### src/rtl/mem_access_unit.sv
// Load/store unit: launches one SRAM-like bus transaction per EX memory op and returns extended load data.
// Build option MEM_ADDR_EXC_EN: misaligned accesses raise adel/ades instead of being force-aligned.
module mem_access_unit #(
    parameter int TIMEOUT_W = 8
) (
    input  logic        clk,
    input  logic        rst,
    input  logic        in_valid,
    input  logic [7:0]  op,
    input  logic [31:0] addr,
    input  logic [31:0] wdata,
    input  logic        flush,
    output logic        req,
    output logic        wr,
    output logic [1:0]  size,
    output logic [31:0] bus_addr,
    output logic [3:0]  wstrb,
    output logic [31:0] bus_wdata,
    input  logic        addr_ok,
    input  logic        data_ok,
    input  logic [31:0] rdata,
    output logic [31:0] result,
    output logic        done,
    output logic        mem_stall,
    output logic        adel,
    output logic        ades,
    output logic        bus_err
);

    localparam logic [7:0] OP_LB  = 8'b1110_0000;
    localparam logic [7:0] OP_LH  = 8'b1110_0001;
    localparam logic [7:0] OP_LW  = 8'b1110_0011;
    localparam logic [7:0] OP_LBU = 8'b1110_0100;
    localparam logic [7:0] OP_LHU = 8'b1110_0101;
    localparam logic [7:0] OP_SB  = 8'b1110_1000;
    localparam logic [7:0] OP_SH  = 8'b1110_1001;
    localparam logic [7:0] OP_SW  = 8'b1110_1011;

    typedef enum logic [2:0] {S_IDLE, S_REQ, S_WAIT, S_DRAIN, S_DONE} state_t;

    state_t                 r_state, w_next;
    logic [7:0]             r_op;
    logic                   r_wr;
    logic [1:0]             r_size;
    logic [31:0]            r_bus_addr;
    logic [3:0]             r_wstrb;
    logic [31:0]            r_bus_wdata;
    logic [31:0]            r_result;
    logic                   r_bus_err;
    logic [TIMEOUT_W-1:0]   r_wdog;

    logic        w_is_load, w_is_store, w_is_mem;
    logic [1:0]  w_size;
    logic [31:0] w_addr_al;
    logic [3:0]  w_wstrb;
    logic [31:0] w_lane;
    logic        w_try, w_addr_err, w_launch;
    logic        w_in_wait, w_wd_exp, w_capture;
    logic [7:0]  w_byte;
    logic [15:0] w_half;
    logic [31:0] w_ext;

    always_comb begin
        w_is_load  = 1'b0;
        w_is_store = 1'b0;
        w_size     = 2'd0;
        case (op)
            OP_LB, OP_LBU: begin w_is_load  = 1'b1; w_size = 2'd0; end
            OP_LH, OP_LHU: begin w_is_load  = 1'b1; w_size = 2'd1; end
            OP_LW:         begin w_is_load  = 1'b1; w_size = 2'd2; end
            OP_SB:         begin w_is_store = 1'b1; w_size = 2'd0; end
            OP_SH:         begin w_is_store = 1'b1; w_size = 2'd1; end
            OP_SW:         begin w_is_store = 1'b1; w_size = 2'd2; end
            default:       ;
        endcase
    end

    assign w_is_mem = w_is_load | w_is_store;
    assign w_try    = (r_state == S_IDLE) && in_valid && !flush;

`ifdef MEM_ADDR_EXC_EN
    logic w_misalign;
    logic r_adel, r_ades;
    assign w_misalign = ((w_size == 2'd1) && addr[0]) || ((w_size == 2'd2) && (addr[1:0] != 2'b00));
    assign w_addr_err = w_misalign;
    assign w_addr_al  = addr;

    always_ff @(posedge clk or negedge rst) begin
        if (!rst) begin
            r_adel <= 1'b0;
            r_ades <= 1'b0;
        end else begin
            r_adel <= w_try && w_is_load && w_misalign;
            r_ades <= w_try && w_is_store && w_misalign;
        end
    end
    assign adel = r_adel;
    assign ades = r_ades;
`else
    // Misaligned halves/words silently drop the offending low address bits.
    assign w_addr_err = 1'b0;
    assign w_addr_al  = {addr[31:2], addr[1] & (w_size != 2'd2), addr[0] & (w_size == 2'd0)};
    assign adel = 1'b0;
    assign ades = 1'b0;
`endif

    assign w_launch = w_try && w_is_mem && !w_addr_err;

    always_comb begin
        w_wstrb = 4'b0000;
        w_lane  = 32'h0;
        case (op)
            OP_SB: begin w_wstrb = 4'b0001 << w_addr_al[1:0]; w_lane = {4{wdata[7:0]}}; end
            OP_SH: begin w_wstrb = w_addr_al[1] ? 4'b1100 : 4'b0011; w_lane = {2{wdata[15:0]}}; end
            OP_SW: begin w_wstrb = 4'b1111; w_lane = wdata; end
            default: ;
        endcase
    end

    assign w_byte = rdata[8*r_bus_addr[1:0] +: 8];
    assign w_half = r_bus_addr[1] ? rdata[31:16] : rdata[15:0];

    always_comb begin
        w_ext = 32'h0;
        case (r_op)
            OP_LB:   w_ext = {{24{w_byte[7]}}, w_byte};
            OP_LBU:  w_ext = {24'h0, w_byte};
            OP_LH:   w_ext = {{16{w_half[15]}}, w_half};
            OP_LHU:  w_ext = {16'h0, w_half};
            OP_LW:   w_ext = rdata;
            default: w_ext = 32'h0;
        endcase
    end

    assign w_in_wait = (r_state == S_WAIT) || (r_state == S_DRAIN);
    assign w_wd_exp  = w_in_wait && (&r_wdog) && !data_ok;
    assign w_capture = !flush && data_ok && (((r_state == S_REQ) && addr_ok) || (r_state == S_WAIT));

    always_ff @(posedge clk or negedge rst) begin
        if (!rst) r_state <= S_IDLE;
        else      r_state <= w_next;
    end

    // Data arriving together with a flush is simply dropped rather than drained again.
    always_comb begin
        w_next = r_state;
        case (r_state)
            S_IDLE:  if (w_launch) w_next = S_REQ;
            S_REQ: begin
                if (flush)        w_next = (addr_ok && !data_ok) ? S_DRAIN : S_IDLE;
                else if (addr_ok) w_next = data_ok ? S_DONE : S_WAIT;
            end
            S_WAIT: begin
                if (data_ok)       w_next = flush ? S_IDLE : S_DONE;
                else if (w_wd_exp) w_next = S_IDLE;
                else if (flush)    w_next = S_DRAIN;
            end
            S_DRAIN: if (data_ok || w_wd_exp) w_next = S_IDLE;
            S_DONE:  w_next = S_IDLE;
            default: w_next = S_IDLE;
        endcase
    end

    always_comb begin
        req       = (r_state == S_REQ);
        done      = (r_state == S_DONE);
        mem_stall = w_launch || (r_state == S_REQ) || w_in_wait;
    end

    always_ff @(posedge clk or negedge rst) begin
        if (!rst) begin
            r_op        <= 8'h0;
            r_wr        <= 1'b0;
            r_size      <= 2'd0;
            r_bus_addr  <= 32'h0;
            r_wstrb     <= 4'h0;
            r_bus_wdata <= 32'h0;
            r_result    <= 32'h0;
            r_bus_err   <= 1'b0;
            r_wdog      <= '0;
        end else begin
            if (w_launch) begin
                r_op        <= op;
                r_wr        <= w_is_store;
                r_size      <= w_size;
                r_bus_addr  <= w_addr_al;
                r_wstrb     <= w_wstrb;
                r_bus_wdata <= w_lane;
            end
            if (w_capture) r_result <= r_wr ? 32'h0 : w_ext;
            r_bus_err <= w_wd_exp;
            // Counts consecutive cycles across WAIT and DRAIN; restarts on any other entry.
            if ((w_next == S_WAIT) || (w_next == S_DRAIN))
                r_wdog <= w_in_wait ? r_wdog + 1'b1 : '0;
            else
                r_wdog <= '0;
        end
    end

    assign wr        = r_wr;
    assign size      = r_size;
    assign bus_addr  = r_bus_addr;
    assign wstrb     = r_wstrb;
    assign bus_wdata = r_bus_wdata;
    assign result    = r_result;
    assign bus_err   = r_bus_err;

endmodule

### config.mk
export PLATFORM = sky130hd
export DESIGN_NAME = mem_access_unit
export DESIGN_NICKNAME = d
export VERILOG_FILES = /design/src/rtl/mem_access_unit.sv
export SDC_FILE = /design/constraint.sdc
export NUM_CORES = 1
export LEC_CHECK = 0
export BUFFER_PORTS_ARGS = -buffer_cell sky130_fd_sc_hd__buf_2
export CORE_MARGIN = 5
export CORE_UTILIZATION = 49
export DETAILED_ROUTE_END_ITERATION = 8
export GPL_ROUTABILITY_DRIVEN = 0
export PLACE_DENSITY = 0.8
export SLEW_MARGIN = 20
export SYNTH_ARGS = -nofsm -noshare
export SYNTH_HDL_FRONTEND = slang
export SYNTH_SLANG_ARGS = --single-unit
### constraint.sdc
create_clock -name clk -period 2.31 [get_ports clk]
set_clock_uncertainty 0.1 [all_clocks]
set_input_delay 0.1155 -clock clk [delete_from_list [all_inputs] [get_ports clk]]
set_output_delay 0.1155 -clock clk [all_outputs]
set_load 0.01 [all_outputs]
==> results.ini <==
[outcome]
status = finished, final reports clean

[cells_and_area]
syn_to_final_growth_pct = 45.61
drive_gt1_share_pct = 38.51
regArea_sq_mm = 0.003078
fillCellCount = 771
final_common_cell = buf_2
utilization_pct = 72.87
instances_no_fill = 961
final_area_sq_mm = 0.008320
final_cell_mix = buf_2, dfrtp_1, dlygate4sd3_1
n_antenna_cell = 0
layout.nets = 917
multi_input_area_sq_mm = 0.002469

[setup_path]
cp_max_fo = 39
cp_data_required_time_ns = 2.09
critPathKind = flop to output pin
crit_path_start_kind = flop
crit_path_end_kind = output pin
worstPathArrival_ns = 1.94

[global_route]
gr-usage-met1_pct = 31.48
grt_max_degree = 53
grt_antenna_before_repair = 0
grtUsageMet2_pct = 45.23
grt_pass1_wl_um = 30440
grt_pass1_vias = 5852
gr-usage-met3_pct = 9.947
gr-total-overflow = 0
top_usage_layer = met2
track_usage_pct = 26.99

[synth]
synth_cell_types = 53
synth_flop_cell = dfrtp_1
syn_inst = 506
ys_ff_latch = 123
synth_seq_area_share_pct = 53.86
syn_avg_cell_area_sq_um = 11.29
mappedNetlistArea_sq_mm = 0.005714
synthArstFlopShare_pct = 100.0
synth-edff-count = 0
ys.warnings.count = 0

[routing]
drc = 0
num_vias = 5470
viasPerCell = 5.692
antenna_left = 0
first_pass_iters = 5
routedWlPerCell_um = 19.09
wirelength_um = 18350
drt-initial-drc-count = 513

[die]
fp.coreArea_sq_mm = 0.01142
placementRows = 39
fp.dieH_um = 118.0
die_x_um = 118.0
start_util_pct = 50.04
fp.dieArea_sq_mm = 0.01392
ioPinCount = 219

[power_and_ir_drop]
p_per_area_mw_per_mm2 = 686.7
power_leakage_nw = 4.298
peakVddDrop_mv = 0.6421
finalPower_mw = 5.714

[timing]
setup_ws_ns = 0.1560
fin_crit_ns = 2.154
relSlewSlack_pct = 60.18
whs_ns = 0.03552
hold_viol_final = 0
finalCritPeriodShare_pct = 93.25
timing.fmax_mhz = 464.3
worst_pin_slew_ns = 0.5951
maxSlewViolCount = 0
finalSetupViolCount = 0
setup_tns_ns = 0
rsz0062_at_grt = no

[clocking]
cts_tree = yes
root_buffer = clkbuf_16
clkLatencyLatePin_ns = 0.41
clkSinkCount = 123
path_clk_slew_ns = 0.05
numCtsBuffers = 17
post_cts_buffers = 0
cts.path.max_buffers = 2
h-tree-depth = 4

[placement]
portBuffers = 216
dp_slack_ns = 0.3651
post-place-cells = 846
placedInstanceArea_sq_mm = 0.006938
hpwlAfterDp_um = 12120

[flow_run]
maxCapViolCount = 0

[hold_path]
hold_class = input port to flop

worst paths after layout:
kind,from,end,slack [ns],depth (start not counted)
max in group asynchronous,rst,bus_addr[5],1.11,3
hold reg to reg,r_op[6],r_op[6],0.37,1
hold / removal,op[3],size[0],0.04,3
setup / recovery,r_state[2],mem_stall,0.16,6
min in group asynchronous,rst,r_wdog[5],0.15,2
setup reg to reg,r_op[4],result[23],0.34,5
timing repair:
item	in CTS	in global routing
endpoints found under the setup margin	0	1
hold buffers	84	0
hold endpoints to repair	130	0
resized for setup	0	1
final cells by class:
cell class	instances	share of cell area, %
timing repair buffer	314	24.59
tap	143	2.150
inverter	3	0.1353
clock buffer	23	5.624
multi-input combinational	347	29.67
sequential	123	36.99
clock inverter	8	0.8421
where the power goes:
group | switching [mW] | leakage, nW | internal (mW)
Sequential | 0.0996 | 1.68 | 2.29
Clock | 0.919 | 0.263 | 1.52
Combinational | 0.431 | 2.35 | 0.452
cells by family after synthesis:
logic type / after synthesis / synth area share, %
other: 1 / 0.06563
AO/OA/AOI/OAI: 145 / 18.17
XOR/XNOR: 6 / 0.9198
adder cells (fa/ha/maj): 1 / 0.2189
flip-flops: 123 / 53.86
multiplexers: 59 / 11.87
AND/OR/NAND/NOR: 134 / 11.87
buffers and inverters: 37 / 3.021
per-layer routing:
layer  vias up  part of all wire, %  wire, um
met5         -                    0         0
met4         0                  2.9       526
met1      2650                   36      6687
met3        44                   11      1935
li1       2436                    -         -
met2       340                   50      9200
sequential cells by signal, summed over array words and instances, names as in the netlist:
name	cells
bus_addr	32
bus_err	1
bus_wdata	32
r_op	8
r_state	3
r_wdog	8
result	32
size	2
wr	1
wstrb	4
cell usage after synthesis, types with 7 or more instances:
cell type,number,area [sq um]
a22o_1,26,227.7
nor2_1,35,131.4
a21oi_1,14,70.07
buf_2,11,55.05
a21boi_0,7,52.55
mux2i_1,16,160.2
o21ai_0,47,235.2
a22oi_1,14,105.1
nand2_1,49,183.9
nand3_1,9,45.04
dfrtp_1,123,3078
a221o_1,16,160.2
clkbuf_1,17,63.81
mux2_2,40,450.4
nand2b_1,15,93.84
critical path, stage by stage (launching register included):
cell and delay (ns):
dfrtp_1 0.43, nor2_1 0.19, nand4_1 0.19, a21o_2 0.25
buf_6 0.20, o21ai_0 0.11, buf_2 0.16
Power figures use the tool's default switching activity.
